**config.mk**
```make
export PLATFORM = sky130hd
export DESIGN_NAME = serial_add_ctrl
export DESIGN_NICKNAME = d
export VERILOG_FILES = /design/src/rtl/serial_add_pkg.sv /design/src/rtl/fa_cell.sv /design/src/rtl/serial_add_ctrl.sv
export SDC_FILE = /design/constraint.sdc
export NUM_CORES = 1
export LEC_CHECK = 0
export CORE_MARGIN = 2
export CORE_UTILIZATION = 50
export CTS_CLUSTER_DIAMETER = 120
export DETAILED_ROUTE_END_ITERATION = 7
export PLACE_DENSITY = 0.74
export SETUP_SLACK_MARGIN = 0.1
export SKIP_CTS_REPAIR_TIMING = 1
export SLEW_MARGIN = 20
export SYNTH_ARGS = -nofsm -noshare
export SYNTH_HDL_FRONTEND = slang
export SYNTH_SLANG_ARGS = --single-unit
```
**constraint.sdc**
```tcl
create_clock -name CLK -period 1.88 [get_ports CLK]
set_input_delay 0.376 -clock CLK [delete_from_list [all_inputs] [get_ports CLK]]
set_output_delay 0.376 -clock CLK [all_outputs]
set_load 0.02 [all_outputs]
```
**src/rtl/serial_add_pkg.sv**
```systemverilog
// Shared types and constants for the bit-serial adder/subtractor.
package serial_add_pkg;

  localparam int unsigned DEF_WIDTH = 8;

  typedef enum logic [1:0] {
    IDLE = 2'd0,
    RUN  = 2'd1,
    FIN  = 2'd2
  } state_e;

endpackage

```
**src/rtl/fa_cell.sv**
```systemverilog
// Single-bit full adder, time-shared across all bit positions by the controller.
module fa_cell (
  input  logic X,
  input  logic Y,
  input  logic CI,
  output logic S,
  output logic CO
);

  assign S  = X ^ Y ^ CI;
  assign CO = (X & Y) | (CI & (X ^ Y));

endmodule

```
**src/rtl/serial_add_ctrl.sv**
```systemverilog
// Bit-serial add/subtract controller: one full-adder cell, one bit per cycle, LSB first.
module serial_add_ctrl
  import serial_add_pkg::*;
#(
  parameter int unsigned WIDTH = DEF_WIDTH
) (
  input  logic             CLK,
  input  logic             RST,
  input  logic             START,
  input  logic             SUB,
  input  logic [WIDTH-1:0] A,
  input  logic [WIDTH-1:0] B,
  input  logic             C_IN,
  output logic [WIDTH-1:0] SUM,
  output logic             C_OUT,
  output logic             OVF,
  output logic             BUSY,
  output logic             DONE
);

  localparam int unsigned CW = $clog2(WIDTH);
  localparam logic [CW-1:0] LAST_BIT = CW'(WIDTH - 1);

  state_e           state_q, state_d;
  logic [CW-1:0]    cnt_q, cnt_d;
  logic [WIDTH-1:0] a_q, a_d;
  logic [WIDTH-1:0] b_q, b_d;
  logic             carry_q, carry_d;
  logic [WIDTH-1:0] sum_q, sum_d;
  logic             c_out_q, c_out_d;
  logic             ovf_q, ovf_d;
  logic             busy_q, busy_d;
  logic             done_q, done_d;
  logic             fa_s, fa_co;

  fa_cell u_fa (
    .X  (a_q[0]),
    .Y  (b_q[0]),
    .CI (carry_q),
    .S  (fa_s),
    .CO (fa_co)
  );

  // Next-state and datapath; subtraction is A + ~B + 1.
  always_comb begin
    state_d = state_q;
    cnt_d   = cnt_q;
    a_d     = a_q;
    b_d     = b_q;
    carry_d = carry_q;
    sum_d   = sum_q;
    c_out_d = c_out_q;
    ovf_d   = ovf_q;
    busy_d  = 1'b0;
    done_d  = 1'b0;
    case (state_q)
      IDLE: begin
        if (START) begin
          state_d = RUN;
          a_d     = A;
          b_d     = B ^ {WIDTH{SUB}};
          carry_d = SUB | C_IN;
          cnt_d   = '0;
          busy_d  = 1'b1;
        end
      end
      RUN: begin
        busy_d  = 1'b1;
        sum_d   = {fa_s, sum_q[WIDTH-1:1]};
        a_d     = a_q >> 1;
        b_d     = b_q >> 1;
        carry_d = fa_co;
        cnt_d   = cnt_q + CW'(1);
        if (cnt_q == LAST_BIT) begin
          state_d = FIN;
          busy_d  = 1'b0;
          done_d  = 1'b1;
          c_out_d = fa_co;
          ovf_d   = carry_q ^ fa_co;
        end
      end
      FIN: state_d = IDLE;
      default: state_d = IDLE;
    endcase
  end

  always_ff @(posedge CLK or posedge RST) begin
    if (RST) begin
      state_q <= IDLE;
      cnt_q   <= '0;
      a_q     <= '0;
      b_q     <= '0;
      carry_q <= 1'b0;
      sum_q   <= '0;
      c_out_q <= 1'b0;
      ovf_q   <= 1'b0;
      busy_q  <= 1'b0;
      done_q  <= 1'b0;
    end else begin
      state_q <= state_d;
      cnt_q   <= cnt_d;
      a_q     <= a_d;
      b_q     <= b_d;
      carry_q <= carry_d;
      sum_q   <= sum_d;
      c_out_q <= c_out_d;
      ovf_q   <= ovf_d;
      busy_q  <= busy_d;
      done_q  <= done_d;
    end
  end

  assign SUM   = sum_q;
  assign C_OUT = c_out_q;
  assign OVF   = ovf_q;
  assign BUSY  = busy_q;
  assign DONE  = done_q;

endmodule

```
* Yosys cells after proc, flatten, opt, wreduce, memory -nomap -nowiden
Cells that the tools add are included.
** Storage, ports and cells
- Register bits :: 34
- Bits in latches :: 0
- RAM bits :: 0
- Bits in read-only memories :: 0
- Memories :: 0
** Operators by class
- Add/subtract/negate cells :: 1
- Multiply operators :: 0
- Divide/modulo/power cells :: 0
- $lt $le $gt $ge :: 0
- Eq/ne operators :: 4
- Shift operators :: 0
- Muxes and demuxes :: 16
- Bitwise logic cells :: 8
- Reductions and logical operators :: 5
** Operators by type and width (count)
- 8-bit case mux with 2 select lines :: 2
- 8-bit two-way mux :: 2
- 8-bit XOR :: 1
- 3-bit case mux with 2 select lines :: 1
- 2-bit AND reduction :: 3
- 1-bit two-way mux :: 5
- 2-bit two-way mux :: 2
- 2-bit != test, second input constant :: 2
- 1-bit case mux with 2 select lines :: 2
- 2-bit case mux with 2 select lines :: 1
- 3-bit by 1-bit adder with 3-bit output, second input constant :: 1
- 3-bit equality test, second input constant :: 1
- 3-bit two-way mux :: 1
- 1-bit XOR :: 3
- 1-bit bitwise AND :: 2
- 2-bit by 1-bit equality test with 1-bit output, second input constant :: 1
- 2-bit zero test :: 1
- 1-bit bitwise OR :: 2
- 2-bit nonzero test :: 1

* Longest topological paths before layout
- Word-level depth :: 4
- Depth in mapped cells :: 5
- Depth with buffers taken out :: 5

* By module
Synthesis repeated with hierarchy kept, for this count alone.
** Second synthesis, totals
- Cell total of the unflattened synthesis :: 147
- Area total of the unflattened synthesis :: 1564.0 sq um
** Modules (own cells, without submodules)
- serial_add_ctrl :: instances 1, cells an instance 146, area each 1544.0 sq um, seq. area each 850.8 sq um
- fa_cell :: instances 1, cells an instance 1, area each 20.0 sq um, seq. area each 0.0 sq um

* Worst setup path after synthesis
No wires, ideal clock.
- Kind :: reg2reg
- Start :: register cnt_q[0]
- End :: register c_out_q, in the netlist C_OUT
- Arrival :: 1.191 ns
- Path slack :: 0.564 ns
- Stages on the path, launching flop included :: 6
- Path buffers :: 0
- Clock period less this slack :: 1.316 ns
- Path through :: dfrtp_1 ha_1 ha_1 inv_1 nor2_4 mux2_4
** On the way
- Cells in the longest elaborated chain, start to end :: 2
** Ends and longest elaborated chain
- from (decl) :: line serial_add_ctrl.sv:25 : logic [CW-1:0] cnt_q, cnt_d;
- from (signal assigned) :: line serial_add_ctrl.sv:101 : cnt_q <= cnt_d;
- 3-bit equality test :: line serial_add_ctrl.sv:74 : if (cnt_q == LAST_BIT) begin
- 2-bit AND reduction (no source line)
- to (signal assigned) :: line serial_add_ctrl.sv:106 : c_out_q <= c_out_d;
- to (decl) :: line serial_add_ctrl.sv:30 : logic c_out_q, c_out_d;
Every way passes these cells.
A chain may end at the register's enable or synchronous reset.

* Worst setup path after layout
- Start :: register sum_q[6], in the netlist SUM[6]
- End :: output SUM[6]
** RTL lines
- from (decl) :: line serial_add_ctrl.sv:29 : logic [WIDTH-1:0] sum_q, sum_d;
- from (signal assigned) :: line serial_add_ctrl.sv:105 : sum_q <= sum_d;
- to (decl) :: line serial_add_ctrl.sv:14 : output logic [WIDTH-1:0] SUM,
No word-level cell between the ends.

==> flow_summary.json <==
{
  "setup.worst_path.class": "flop to output port",
  "worst_r2r_path_depth": 5,
  "synthDistinctLibCells": 26,
  "yosys.area.top_type_share": 0.540,
  "detail_route.drc_violations": 0,
  "globalRouteTotalUtil": 0.196,
  "largest_incremental_delay_on_the_critical_path_ns": 0.61,
  "place_hpwl_mm": 2.09,
  "drt-pass1-iter-count": 4,
  "grt-ovfl-total": 0,
  "synth_edf_count": 0,
  "post_synthesis_instance_total": 165,
  "dpl.cell_count": 238,
  "worst_hold_check_slack_ns": 0.443,
  "initial_core_utilization": 0.520,
  "power.static_leakage_nw": 0.906,
  "cts.reportedPaths.clkPinSlew_ns": 0.10,
  "setup_slack_ns": 0.182,
  "ir_drop_worst_vdd_mv": 0.759,
  "postSynth.asyncResetShare": 1.00,
  "cts.sink_count": 34,
  "syn_area_per_cell_sq_um": 9.55,
  "yosysSeqAreaShare": 0.540,
  "final_common_cell": "sky130_fd_sc_hd__nand2_1",
  "rsz0062_at_grt": "no",
  "worst-path-max-fanout": 3,
  "syn-num-nets": 189,
  "cp-start-kind": "flop",
  "drt-initial-drc-count": 62,
  "setup-tns-final_ns": 0,
  "synth-seq-cells": 34,
  "clock_latency_ns": 0.32,
  "finalWirelength_mm": 2.87,
  "power-per-cell-area_nw_per_um2": 1490,
  "max_cap_viols": 0,
  "cp_slowest_cell": "sky130_fd_sc_hd__clkdlybuf4s50_1",
  "mostFrequentLayoutCells": "47 x sky130_fd_sc_hd__nand2_1, 34 x sky130_fd_sc_hd__dfrtp_1, 32 x sky130_fd_sc_hd__clkdlybuf4s50_1, 19 x sky130_fd_sc_hd__nor2_1, 10 x sky130_fd_sc_hd__o21ai_0",
  "cpLargestDelayFamily": "buffers and inverters",
  "cts-root-buf": "sky130_fd_sc_hd__clkbuf_4",
  "setup_viol": 0,
  "diodes": 0,
  "finalNonFillerCells": 246,
  "die_w_microns": 60.1,
  "dp_worst_setup_slack_ns": 0.0598,
  "tritoncts_buffer_count": 5,
  "maximum_number_of_pins_on_one_net_before_global_route_repair": 35,
  "crit_chain": "clkdlybuf4s50_1",
  "cp_data_required_time_ns": 1.50,
  "port-buffer-count": 32,
  "antenna_found_initial": 0,
  "cp_data_arrival_time_ns": 1.32,
  "worst_slew_margin_rel": 0.720,
  "die_y_microns": 60.1,
  "post-synth-top-area-cell": "sky130_fd_sc_hd__dfrtp_1",
  "place.gp.congestion": 0.789,
  "synthesis.area_sq_um": 1580,
  "final_period_minus_worst_setup_slack_ns": 1.70,
  "grt_pass1_vias": 1220,
  "area.growth.synth_to_final_pct": 26.0,
  "final_layout_size_suffix_gt1_frac": 0.0941,
  "critical_path.n_buffers_inverters": 1,
  "design.final.nets": 225,
  "finalMaxSlewViolations": 0,
  "cts_max_level": 2,
  "dieArea_sq_um": 3620,
  "synth_flop_cell": "sky130_fd_sc_hd__dfrtp_1",
  "core.rowCount": 20,
  "cts_tree": "yes",
  "timing.critical_path.depth": 1,
  "timing.final.crit_share": 0.903,
  "tightest_pin_transition_ns": 0.421,
  "power.total_w": 0.00296,
  "post_drt_wl_per_cell_microns": 11.7,
  "detail_route.vias_per_cell": 4.85,
  "drt.antenna.violating_nets": 0,
  "yosysWarningCount": 0,
  "critical_path.endpoint_type": "output port",
  "ioPinCount": 33,
  "clk_path_buf_depth": 2,
  "vias": 1194,
  "timing.final.hold_violations": 0,
  "worst_clock_skew_ns": 0.00312,
  "grt_pass1_wl_mm": 5.20,
  "core_area_sq_um": 3030,
  "result_of_the_run": "completed",
  "hold_class": "input port to asynchronous set/reset pin",
  "synthTopCellsByArea": "sky130_fd_sc_hd__dfrtp_1 54%, sky130_fd_sc_hd__nand2_1 11%, sky130_fd_sc_hd__nor2_1 4.5%",
  "timing.fmax_mhz": 589
}
[worst reg2reg max path, delay by kind of cell (launching register included)]
kind | cells | cell delay (ns)
adders and majority gates | 2 | 0.39
buffers and inverters | 1 | 0.14
DFF | 1 | 0.41
muxes | 1 | 0.29
and+or+nand+nor | 1 | 0.07
[layout make-up]
| class | instances | area, sq um |
|---|---|---|
| multi-input combinational | 119 | 638 |
| inverter | 2 | 7.51 |
| tap | 44 | 55.1 |
| clock inverter | 1 | 5.00 |
| timing repair buffer | 39 | 373 |
| clock buffer | 7 | 55.1 |
| sequential | 34 | 851 |
| fill | 245 | 1040 |
[per-stage QoR]
stage	area [sq um]	utilization
floorplan	1580	-
global placement	1920	0.636
detailed placement	1920	0.636
CTS	1980	0.655
global route	1980	0.655
finish	1980	0.655
[power by group]
group / leakage [nW] / internal (W) / total (W) / switching, W
Combinational: 0.451 / 0.000598 / 0.00129 / 0.000696
Clock: 0.0353 / 0.000181 / 0.000407 / 0.000226
Sequential: 0.420 / 0.00106 / 0.00126 / 0.000204
Total: 0.906 / 0.00183 / 0.00296 / 0.00113
[registers in the layout (all words and copies together) (netlist names)]
name	cells
SUM	8
a_q	8
b_q	8
cnt_q	3
state_q	2
BUSY	1
C_OUT	1
DONE	1
OVF	1
carry_q	1
[path summary, 6_finish.rpt]
check / start / end / slack [ns]
min in group CLK: b_q[1] / b_q[0] / 0.49
max in group asynchronous: RST / b_q[0] / 1.14
max: SUM[6] / SUM[6] / 0.18
min reg2reg: b_q[1] / b_q[0] / 0.49
min: RST / SUM[1] / 0.44
max reg2reg: cnt_q[0] / C_OUT / 0.48
[Yosys cell counts (2+ instances only)]
cell type	instances
sky130_fd_sc_hd__a22o_1	2
sky130_fd_sc_hd__buf_6	3
sky130_fd_sc_hd__a21oi_1	3
sky130_fd_sc_hd__nand2_1	47
sky130_fd_sc_hd__xnor2_1	2
sky130_fd_sc_hd__xor2_1	7
sky130_fd_sc_hd__ha_1	2
sky130_fd_sc_hd__buf_4	4
sky130_fd_sc_hd__nor2_1	19
sky130_fd_sc_hd__o21ai_1	8
sky130_fd_sc_hd__inv_1	2
sky130_fd_sc_hd__buf_2	3
sky130_fd_sc_hd__a31oi_1	7
sky130_fd_sc_hd__o21ai_0	10
sky130_fd_sc_hd__nor2b_1	2
sky130_fd_sc_hd__dfrtp_1	34
[kinds of logic (layout without fill, tap and decap cells)]
group,Yosys count,after routing,synth area share
fa+ha+maj,3,3,0.0286
compound gates,31,31,0.114
mux,2,2,0.0159
simple gates,74,74,0.197
xor+xnor,9,9,0.0500
buf+inv,12,49,0.0548
flops,34,34,0.540
[per-layer routing]
| metal | wire [microns] | GRT usage | up-vias |
|---|---|---|---|
| li1 | - | - | 606 |
| met1 | 1240 | 0.240 | 553 |
| met2 | 1440 | 0.325 | 28 |
| met3 | 124 | 0.0455 | 7 |
| met4 | 60 | 0.0952 | 0 |
| met5 | 0 | 0 | - |
(Power assumes the default switching activity.)
